--- src/rtl/cam_cfg_pkg.sv ---
// cam_cfg_pkg: shared types, constants and the default register table for the camera init sequencer
package cam_cfg_pkg;

    typedef enum logic [2:0] {POWERUP, LOAD, WRITE, WAIT_END, GAP, DELAY, DONE, ERROR} state_t;

    localparam logic [7:0] DELAY_MARKER = 8'hFF;
    localparam logic [7:0] DEF_SLAVE_ADDR = 8'h42;

    function automatic int max_of(input int a, input int b);
        return a > b ? a : b;
    endfunction

    // Down-counter reload value so a state lasts n cycles (at least one)
    function automatic int load_of(input int n);
        return n > 1 ? n - 1 : 0;
    endfunction

    // OV7670-style RGB565 bring-up; entry 1 waits out the soft reset issued by entry 0
    function automatic logic [15:0] default_entry(input int idx);
        case (idx)
            0: return 16'h1280;
            1: return {DELAY_MARKER, 8'h00};
            2: return 16'h1204;
            3: return 16'h1101;
            4: return 16'h0C00;
            5: return 16'h3E00;
            6: return 16'h0400;
            7: return 16'h40D0;
            8: return 16'h3A04;
            9: return 16'h1418;
            10: return 16'h4FB3;
            11: return 16'h50B3;
            12: return 16'h5100;
            13: return 16'h523D;
            14: return 16'h53A7;
            15: return 16'h54E4;
            16: return 16'h589E;
            17: return 16'h3DC0;
            18: return 16'h1714;
            19: return 16'h1802;
            20: return 16'h3280;
            21: return 16'h1903;
            22: return 16'h1A7B;
            23: return 16'h030A;
            24: return 16'h0F41;
            25: return 16'h1E00;
            26: return 16'h330B;
            27: return 16'h3C78;
            28: return 16'h6900;
            29: return 16'h7400;
            30: return 16'hB084;
            31: return 16'hB10C;
            32: return 16'hB20E;
            default: return 16'h3A04;
        endcase
    endfunction

endpackage

--- src/rtl/cam_config_rom.sv ---
// cam_config_rom: combinational index -> {reg_addr, reg_val} table, replaceable per camera model
module cam_config_rom
    import cam_cfg_pkg::*;
#(
    parameter int LUT_SIZE = 64,
    parameter bit USE_TABLE = 1'b0,
    parameter logic [16*LUT_SIZE-1:0] TABLE = '0,
    localparam int IW = $clog2(LUT_SIZE + 1)
) (
    input  logic [IW-1:0] index,
    output logic [15:0]   entry
);

    // Entry k lives in TABLE[16k +: 16]; the end-of-table index reads as zero
    always_comb begin
        entry = index >= IW'(LUT_SIZE) ? 16'h0000
              : USE_TABLE ? 16'(TABLE >> (16 * int'(index)))
              : default_entry(int'(index));
    end

endmodule

--- src/rtl/cam_config_sequencer.sv ---
// cam_config_sequencer: walks the register table and issues one 3-byte I2C write per entry,
// with retry on NACK/timeout, delay markers, power-up wait and done/error reporting.
module cam_config_sequencer
    import cam_cfg_pkg::*;
#(
    parameter logic [7:0] SLAVE_ADDR = DEF_SLAVE_ADDR,
    parameter int LUT_SIZE = 64,
    parameter int POWERUP_CYCLES = 1_000_000,
    parameter int GAP_CYCLES = 500,
    parameter int DELAY_CYCLES = 500_000,
    parameter int TIMEOUT_CYCLES = 200_000,
    parameter int MAX_RETRY = 3,
    parameter bit USE_TABLE = 1'b0,
    parameter logic [16*LUT_SIZE-1:0] TABLE = '0,
    localparam int IW = $clog2(LUT_SIZE + 1),
    localparam int CW = max_of(20, $clog2(max_of(max_of(POWERUP_CYCLES, GAP_CYCLES),
                                                 max_of(DELAY_CYCLES, TIMEOUT_CYCLES)) + 1)),
    localparam int RW = max_of(1, $clog2(MAX_RETRY + 1))
) (
    input  logic          clk,
    input  logic          reset,
    input  logic          start,
    input  logic          i2c_end,
    input  logic          i2c_ack,
    output logic [23:0]   i2c_data,
    output logic          i2c_enable,
    output logic          busy,
    output logic          done,
    output logic          error,
    output logic [IW-1:0] fail_index
);

    state_t state, nxt;
    logic [CW-1:0] cnt;
    logic [IW-1:0] index;
    logic [RW-1:0] retry;
    logic resend;
    logic [15:0] entry;
    logic cnt_zero, pu_done, success, fail, can_retry;

    cam_config_rom #(.LUT_SIZE(LUT_SIZE), .USE_TABLE(USE_TABLE), .TABLE(TABLE)) u_rom (
        .index(index),
        .entry(entry)
    );

    assign cnt_zero = cnt == '0;
    // The counter is zero out of reset, so power-up loads on its first cycle and ends at one
    assign pu_done = cnt == CW'(1) || POWERUP_CYCLES < 2;
    // END beats a same-cycle timeout
    assign success = state == WAIT_END && i2c_end && i2c_ack;
    assign fail = state == WAIT_END && (i2c_end ? !i2c_ack : cnt_zero);
    assign can_retry = retry < RW'(MAX_RETRY);

    always_comb begin
        nxt = state;
        i2c_enable = state == WRITE || state == WAIT_END;
        busy = state != DONE && state != ERROR;
        done = state == DONE;
        error = state == ERROR;
        case (state)
            POWERUP: nxt = pu_done ? LOAD : POWERUP;
            LOAD: nxt = index == IW'(LUT_SIZE) ? DONE : entry[15:8] == DELAY_MARKER ? DELAY : WRITE;
            WRITE: nxt = WAIT_END;
            WAIT_END: nxt = success ? GAP : fail ? (can_retry ? GAP : ERROR) : WAIT_END;
            GAP: nxt = cnt_zero && !i2c_end ? (resend ? WRITE : LOAD) : GAP;
            DELAY: nxt = cnt_zero ? LOAD : DELAY;
            DONE: nxt = start ? LOAD : DONE;
            ERROR: nxt = start ? LOAD : ERROR;
            default: nxt = POWERUP;
        endcase
    end

    always_ff @(posedge clk or negedge reset) begin
        if (!reset) begin
            state <= POWERUP;
            cnt <= '0;
            index <= '0;
            retry <= '0;
            resend <= 1'b0;
            i2c_data <= '0;
            fail_index <= '0;
        end else begin
            state <= nxt;
            if (nxt != state)
                cnt <= nxt == WAIT_END ? CW'(load_of(TIMEOUT_CYCLES))
                     : nxt == GAP ? CW'(load_of(GAP_CYCLES))
                     : nxt == DELAY ? CW'(load_of(DELAY_CYCLES)) : '0;
            else if (state == POWERUP && cnt_zero)
                cnt <= CW'(load_of(POWERUP_CYCLES));
            else if (!cnt_zero)
                cnt <= cnt - 1'b1;
            if (nxt == LOAD && (state == POWERUP || state == DONE || state == ERROR))
                index <= '0;
            else if (success || (state == DELAY && nxt == LOAD))
                index <= index + 1'b1;
            if (state == LOAD && nxt == WRITE) begin
                i2c_data <= {SLAVE_ADDR, entry};
                retry <= '0;
            end else if (fail && can_retry) begin
                retry <= retry + 1'b1;
            end
            if (state == WAIT_END && nxt == GAP)
                resend <= fail;
            if (fail && !can_retry)
                fail_index <= index;
        end
    end

endmodule

--- config.mk ---
export PLATFORM = sky130hd
export DESIGN_NAME = cam_config_sequencer
export DESIGN_NICKNAME = d
export VERILOG_FILES = /design/src/rtl/cam_cfg_pkg.sv /design/src/rtl/cam_config_rom.sv /design/src/rtl/cam_config_sequencer.sv
export SDC_FILE = /design/constraint.sdc
export NUM_CORES = 1
export LEC_CHECK = 0
export CAP_MARGIN = 25
export CORE_UTILIZATION = 60
export CTS_BUF_LIST = sky130_fd_sc_hd__clkbuf_8 sky130_fd_sc_hd__clkbuf_16
export CTS_CLUSTER_DIAMETER = 80
export DETAILED_ROUTE_END_ITERATION = 8
export GPL_TIMING_DRIVEN = 1
export HOLD_SLACK_MARGIN = 0.08
export PLACE_DENSITY = 0.84
export SYNTH_ARGS = -nofsm -noshare
export SYNTH_HDL_FRONTEND = slang
export SYNTH_SLANG_ARGS = --single-unit
--- constraint.sdc ---
create_clock -name clk -period 7.3 [get_ports clk]
set_clock_uncertainty 0.05 [all_clocks]
set_input_delay 1.46 -clock clk [delete_from_list [all_inputs] [get_ports clk]]
set_output_delay 1.46 -clock clk [all_outputs]
set_load 0.05 [all_outputs]
# Yosys cells after proc, flatten, opt, wreduce, memory -nomap -nowiden
# Memories as Yosys holds them, arrays and structs flattened.
# Index checks and enable logic that the tools add are counted.
[totals] regBits=57 romBits=1024 wordCells=80 output_inout_bits=35 memories=1 ramBits=0 latch_bits=0
[memory_table] name="(name not given)" depth=64 width=16 rd=1 rd_ports_with_merged_regs=0 wr=0 line_no="cam_cfg_pkg.sv:20" text="case (idx)"
[classes] reduce_logical=23 bitwise=0 n_mux=25 eq_ne=19 n_lt_le_gt_ge=2 shift=0 n_addsub=3 n_div=0 multipliers=0
[op_table] cell="20-bit two-way mux" count=3
[op_table] cell="19-bit two-way mux" count=3
[op_table] cell="16-bit two-way mux" count=2
[op_table] cell="3-bit two-way mux" count=8
[op_table] cell="3-bit one-hot mux with 8 select lines" count=1
[op_table] cell="20-bit by 1-bit equality test with 1-bit output (second input constant)" count=1
[op_table] cell="20-bit logical NOT" count=1
[op_table] cell="20-bit by 1-bit subtractor with 20-bit output (second input constant)" count=1
[op_table] cell="3-bit equality test (second input constant)" count=6
[op_table] cell="7-bit two-way mux" count=2
[op_table] cell="3-bit by 2-bit equality test with 1-bit output (second input constant)" count=4
[op_table] cell="1-bit logical AND" count=12
[op_table] cell="8-bit equality test (second input constant)" count=1
[op_table] cell="2-bit two-way mux" count=4
[op_table] cell="7-bit by 1-bit adder with 7-bit output (second input constant)" count=1
[op_table] cell="7-bit equality test (second input constant)" count=1
[op_table] cell="7-bit >= comparator (second input constant)" count=1
[op_table] cell="3-bit by 1-bit equality test with 1-bit output (second input constant)" count=2
[op_table] cell="3-bit != test (second input constant)" count=2
[op_table] cell="1-bit logical OR" count=4
[op_table] cell="2-bit nonzero test" count=2
[op_table] cell="1-bit logical NOT" count=3
[op_table] cell="3-bit logical NOT" count=1
[op_table] cell="3-bit by 1-bit != test with 1-bit output (second input constant)" count=1
[op_table] cell="4 further kinds" count=5

# Depth between registers and ports, before layout
# An unclocked memory read counts as a cell.
[depth] ltp_word=12 depth_mapped=13 ltp_nobuf=9

# Cells and area by module
# From an unflattened synthesis, not the netlist that was laid out.
[unflattened] cells_unflattened=477 hier_area_um2=4196.5
[modules_own_cells] module="cam_config_sequencer" area_each_um2=3255.6 instances=1 seq_area_each_um2=1426.4 cells_each=333
[modules_own_cells] module="cam_config_rom" area_each_um2=940.9 instances=1 seq_area_each_um2=0.0 cells_each=144

# Worst setup path before layout
# OpenSTA, ideal clock, no wires.
[synth_path] path_type="reg2reg" startpoint="register index[1]" endpoint="register i2c_data[11]" arrival_time_ns=3.345 path_stages_with_launch=13 synth_period_minus_slack_ns=3.520 setup_slack_ns=3.780 path_cell_list="dfrtp_1 -> clkbuf_1 -> inv_1 -> ha_1 -> clkbuf_1 -> a211oi_1 -> nor2_1 -> a2111oi_0 -> o31ai_1 -> or3_1 -> buf_2 -> buf_2 -> mux2_2"
[synth_between] elab_chain_cells=9 elab_cells_between_ends=11 cone_classes="order compare: 1; eq/ne: 3; mux: 5; reduce/logical: 1; memory: 1"
[synth_rtl] element="start: declaration" line_no="cam_config_sequencer.sv:35" text="logic [IW-1:0] index;"
[synth_rtl] element="start signal: assignment" line_no="cam_config_sequencer.sv:95" text="index <= index + 1'b1;"
[synth_rtl] element="memory read 64 x 16 bit"
[synth_rtl] element="16-bit two-way mux" line_no="cam_cfg_pkg.sv:20"
[synth_rtl] element="16-bit two-way mux" line_no="cam_config_rom.sv:16" text="entry = index >= IW'(LUT_SIZE) ? 16'h0000"
[synth_rtl] element="8-bit equality test" line_no="cam_config_sequencer.sv:62" text="LOAD: nxt = index == IW'(LUT_SIZE) ? DONE : entry[15:8] == DELAY_MARKER ? DELAY : WRITE;"
[synth_rtl] element="3-bit two-way mux (2 in series)" line_no="cam_config_sequencer.sv:62"
[synth_rtl] element="3-bit one-hot mux with 8 select lines" line_no="cam_config_sequencer.sv:60" text="case (state)"
[synth_rtl] element="3-bit by 2-bit equality test with 1-bit output" line_no="cam_config_sequencer.sv:96" text="if (state == LOAD && nxt == WRITE) begin"
[synth_rtl] element="1-bit logical AND" line_no="cam_config_sequencer.sv:96"
[synth_rtl] element="end signal: assignment" line_no="cam_config_sequencer.sv:97" text="i2c_data <= {SLAVE_ADDR, entry};"
[synth_rtl] element="end: declaration" line_no="cam_config_sequencer.sv:25" text="output logic [23:0] i2c_data,"
# Several ways; a longest one is shown, not always the timed one.
# A chain may end at the register's enable or synchronous reset.

# Final worst setup path
[layout_path] startpoint="register index[1]" endpoint="register i2c_data[4]"
# The elaborated chain is that of the path after synthesis.

==> flow_summary.json <==
{
  "yosysUniqueCellTypes": 61,
  "final-setup-viol-count": 0,
  "wire_per_inst_um": 17.0,
  "antenna_left": 0,
  "htree_levels": 3,
  "ys.flop_type": "dfrtp_1",
  "grt_pass1_wl_um": 15100,
  "synthCells": 440,
  "cts_tree": "yes",
  "period_minus_slack_ns": 4.06,
  "first_iter_violations": 317,
  "cts_setup_buffers": 0,
  "antenna_found_initial": 0,
  "synth-seq-cells": 57,
  "core_mm2": 0.00631,
  "drt_wl_total_um": 9170,
  "finalHoldViolCount": 0,
  "firstDrtPassIters": 5,
  "die_y_um": 82.6,
  "ctsResizeCount": 0,
  "placed_area_mm2": 0.00418,
  "p_leak_nw": 1.85,
  "cap_viol_max_count": 0,
  "hold_path.class": "flop to flop",
  "slew_headroom": 0.334,
  "ys_warn_count": 0,
  "grt_pass1_vias": 3185,
  "p_per_area_mw_per_mm2": 370,
  "clkSinkCount": 57,
  "drive_above_1_share": 0.128,
  "initial_core_util": 0.618,
  "fin_crit_sh": 0.557,
  "synth_area_leader_cell": "dfrtp_1",
  "clockBufferDepth": 2,
  "grt-ovfl-total": 0,
  "synth_area_leaders": "dfrtp_1 (37%), mux2_2 (7.5%), nor2_1 (5.0%), ha_1 (4.5%), a21oi_1 (3.5%)",
  "critPathLaunchType": "flop",
  "synth.avg_cell_area_um2": 8.86,
  "gp_congestion": 0.933,
  "portBuffers": 33,
  "whs_ns": 0.447,
  "die_area_mm2": 0.00683,
  "num_rows": 29,
  "layout_setup_ws_ns": 3.24,
  "max_freq_mhz": 246,
  "cp.required_ns": 7.49,
  "routed_via_density": 6.37,
  "dp_slack_ns": 3.33,
  "layout.nets": 476,
  "drv_slew": 0,
  "fin_setup_tns_ns": 0,
  "synth.top_cell.area_share": 0.366,
  "n_antenna_cell": 0,
  "end_kind": "flop",
  "critPathMaxFanout": 19,
  "peakVddDrop_uv": 220,
  "netlist_area_mm2": 0.00390,
  "postLayoutCellArea_mm2": 0.00436,
  "die_x_um": 82.6,
  "async_flop_share": 1.00,
  "vias": 3432,
  "grt_max_degree": 58,
  "arrival_ns": 4.25,
  "clk_latency_ns": 0.35,
  "cp-startpoint": "index[1]",
  "clk_pin_slew_ns": 0.06,
  "cts-root-buf": "clkbuf_8",
  "synth_edf_count": 0,
  "rsz0062_at_grt": "false",
  "timing.rr.start": "index[1]",
  "drc": 0,
  "outcome": "complete, no violations",
  "pin_count": 40,
  "yosysSeqAreaShare": 0.366,
  "worstHoldStart": "i2c_data[17]",
  "numCtsBuffers": 9,
  "cts_hold_buf": 0,
  "syn2layout_area_growth_pct": 11.8,
  "fillers": 507,
  "critical_path_class": "flop to flop",
  "dp_hpwl_um": 6410,
  "grt.total_usage": 0.295,
  "worst_slew_pin_slew_ns": 0.999
}
layout make-up:
cell class	instances	area (um^2)	share of cell area
multi-input cells	340	2270	0.521
flip-flops and latches	57	1430	0.327
repair buffers	36	345	0.0792
clock buffers	11	151	0.0347
well taps	77	96.3	0.0221
inverters	13	48.8	0.0112
clock inverters	5	22.5	0.00516
synthesized netlist by cell type, drive strengths merged (3+ instances only):
cell type   n
dfrtp      57
nor2       52
nand2      36
a21oi      27
mux2       26
buf        18
o21ai      18
clkbuf     17
ha         14
inv        13
nor3       13
nor4       12
xnor2      11
nand2b     10
xor2       10
nand3       9
o31ai       9
and2        8
o211ai      8
a31oi       7
or3         7
a311oi      5
mux2i       4
nand4       4
or4         4
a211o       3
a211oi      3
a31o        3
nor2b       3
o221ai      3
cells in the final DEF, fill, tap and decap left out, drive strengths merged, types with 2 or more instances in the layout:
cell / n
o31ai: 9
o211ai: 8
xor2: 10
dfrtp: 57
a311oi: 5
inv: 15
a221oi: 2
nor3b: 2
a211o: 3
a31oi: 7
or2: 2
a211oi: 3
conb: 6
a22oi: 2
ha: 14
a21o: 2
o221ai: 3
nor2b: 3
nand4: 4
buf: 4
xnor2: 11
nand3: 9
a21oi: 27
nor4: 12
clkbuf: 11
o211a: 2
and2: 8
nor2: 52
o21ai: 18
nand2b: 10
clkinv: 3
nor3: 13
clkdlybuf4s50: 32
mux2i: 4
or3: 7
or4: 4
a31o: 3
mux2: 26
nand2: 36
final timing paths:
path / to / slack [ns] / cells after the start
max: i2c_data[4] / 3.24 / 8
max in group asynchronous: cnt[0] / 5.52 / 2
min in group asynchronous: cnt[7] / 1.19 / 2
min: i2c_data[17] / 0.45 / 1
min reg2reg: i2c_data[17] / 0.45 / 1
max reg2reg: i2c_data[4] / 3.24 / 8
layer usage:
| layer | wire [um] | up-vias | GRT usage |
|---|---|---|---|
| met4 | 239 | 0 | 0.169 |
| met3 | 482 | 28 | 0.0692 |
| met5 | 0 | - | 0 |
| li1 | - | 1608 | - |
| met1 | 3760 | 1670 | 0.356 |
| met2 | 4690 | 126 | 0.483 |
power by group:
group          switching, W  total (W)  internal, W
Clock              0.000126   0.000263     0.000137
Sequential         0.000105   0.000504     0.000399
Combinational      0.000522   0.000845     0.000323
Total              0.000754    0.00161     0.000860
registers in the layout, summed over array words and instances, names as in the netlist:
| name | flops |
|---|---|
| fail_index | 7 |
| index | 7 |
| i2c_data | 17 |
| resend | 1 |
| state | 3 |
| retry | 2 |
| cnt | 20 |
kinds of logic (layout without fill, tap and decap cells):
logic type	Yosys count	count (layout)	share of synthesized area
compound gates	104	104	0.187
xor+xnor	21	21	0.0472
fa+ha+maj	14	14	0.0449
buf+inv	48	65	0.0568
flops	57	57	0.366
mux	30	30	0.0853
other cells	1	6	0.000962
simple gates	165	165	0.212
critical path, cell delays in order (launching register included):
cell	delay, ns
dfrtp_1	0.71
inv_1	0.25
ha_1	0.47
a211oi_1	0.26
nor2_1	0.06
a2111oi_0	0.81
nor4_1	0.19
or3_1	0.75
mux2_2	0.41
metrics by stage:
step,power [W],util,instances
finish,0.00161,0.691,539
global route,0.00173,0.691,539
CTS,0.00160,0.690,538
detailed placement,0.00134,0.663,522
global placement,0.00131,0.663,522
floorplan,0.00115,-,445
Power figures use the tool's default switching activity.
==> RTL change, RTL diff (same settings) <==
Re-encode `state_t` (8 states) as Gray code, 3 bits wide.
--- a/src/rtl/cam_cfg_pkg.sv
+++ b/src/rtl/cam_cfg_pkg.sv
@@ -2,5 +2,5 @@
 package cam_cfg_pkg;
 
-    typedef enum logic [2:0] {POWERUP, LOAD, WRITE, WAIT_END, GAP, DELAY, DONE, ERROR} state_t;
+    typedef enum logic [2:0] {POWERUP = 3'b000, LOAD = 3'b001, WRITE = 3'b011, WAIT_END = 3'b010, GAP = 3'b110, DELAY = 3'b111, DONE = 3'b101, ERROR = 3'b100} state_t;
 
     localparam logic [7:0] DELAY_MARKER = 8'hFF;
Check against the original RTL: no difference found for any inputs over 10 cycles, from zero or initial values and one cycle with reset low; not proved beyond that.
==> RTL change against the unedited design <==
- cell area up 2.6%
- setup slack gained 0.053 ns
- worst hold slack better by 0.0087 ns
- synthesized area up 2.4%
- synthesized cell count is 3.2% higher
- die area rose by 2.3%
- routed wire length increased by 1.8%
- sequential cell count did not move
- critical path type is now input port to register
Power is not compared: it rests on default switching activity, and its combinational part moved more than twofold at a synthesized area within 25%.
==> RTL change: results <==
group,metric,value,unit
placed_design,dp_cells,537,
synth,syn_inst,454,
placed_design,dp_slack,2.98,ns
grt,grt_pass1_wl,15.7,mm
worst_setup_path,cp.arrival,4.18,ns
grt,grt_pass1_vias,3156,
synth,yosysUniqueCellTypes,65,
placed_design,dp_hpwl,6.37,mm
synth,synthTopCellsByArea,"dfrtp_1 (36%), nor2_1 (5.7%), mux2_2 (5.1%), ha_1 (4.4%), a21oi_1 (4.1%)",
layout,nNetsFinal,490,
synth,synthTopCellsByCount,"nor2_1 (61), dfrtp_1 (57), a21oi_1 (33)",
clock_tree,clk_latency,0.35,ns
synth,synthAdderAreaFrac,4.39,%
worst_hold_path,min_path_type,"register to register",
worst_setup_path,r2r_cells,9,
synth,ys_seq_area_share,35.7,%
synth,synthXorXnorAreaFrac,4.61,%
clock_tree,cts.clk_slew.worst_paths,0.08,ns
run_status,status,"finished, final reports clean",
placed_design,gp_congestion,0.917,
detailed_routing,initialDrtViolationCount,403,
layout,drive_gt1_share,13.7,%
layout,fill_cells,473,
synth,synth_compound_area_share,16.5,%
clock_tree,cts_buffers,9,
timing,worst_slew_pin_slew,1.02,ns
clock_tree,cts.repair.resized,0,
worst_setup_path,r2r_end,"i2c_data[9]$_DFFE_PN0P_",
synth,yosys-mux-area-fraction,9.09,%
synth,synth_top_area_share,35.7,%
detailed_routing,vias,3507,
layout,post-route-util,70.1,%
grt,grt.total_usage,28.0,%
==> RTL change: critical path, stage by stage <==
cell and delay, ns:
clkdlybuf4s50_1 0.55, a21oi_1 0.32, nand4_4 0.14, a221oi_2 0.37, o21ai_2 0.17, nor3_4 0.75, mux2_2 0.42
==> RTL change: layer usage <==
metal	wire, um	track usage [%]
met1	4270	42.0
met2	4240	41.7
met3	688	4.06
met4	132	9.09
met5	0	0
==> RTL change: area by class of cell <==
cell class	count	area (um^2)	area share (%)
multi-input combinational	350	2340	52.3
tap	77	96.3	2.15
sequential	57	1430	31.9
timing repair buffer	37	355	7.94
inverter	16	60.1	1.34
clock buffer	10	138	3.07
clock inverter	6	58.8	1.31
==> RTL change: how the worst max path moves through the flow <==
stage,slack [ns],cells after the start,endpoint,startpoint
2_1_floorplan,3.82,8,i2c_data[0]$_DFFE_PN0P_,i2c_end
3_3_place_gp,3.09,7,i2c_data[6]$_DFFE_PN0P_,i2c_end
3_5_place_dp,2.98,7,i2c_data[6]$_DFFE_PN0P_,i2c_end
4_1_cts,3.33,7,i2c_data[9]$_DFFE_PN0P_,i2c_end
5_1_grt,3.14,7,i2c_data[7]$_DFFE_PN0P_,i2c_end
6_report,3.29,7,i2c_data[9]$_DFFE_PN0P_,i2c_end
==> RTL change: metrics by stage <==
step	hold slack (ns)	cell area [um^2]
after floorplan	0.436	4010
after detailed placement	0.442	4280
after global routing	0.471	4480
after global placement	0.426	4280
final	0.456	4480
after CTS	0.460	4480
==> RTL change: power breakdown <==
group	internal, mW	leakage [nW]	switching [mW]
Sequential	0.318	0.729	0.00765
Clock	0.164	0.0995	0.134
Combinational	0.0213	1.12	0.0451
Total	0.504	1.95	0.187
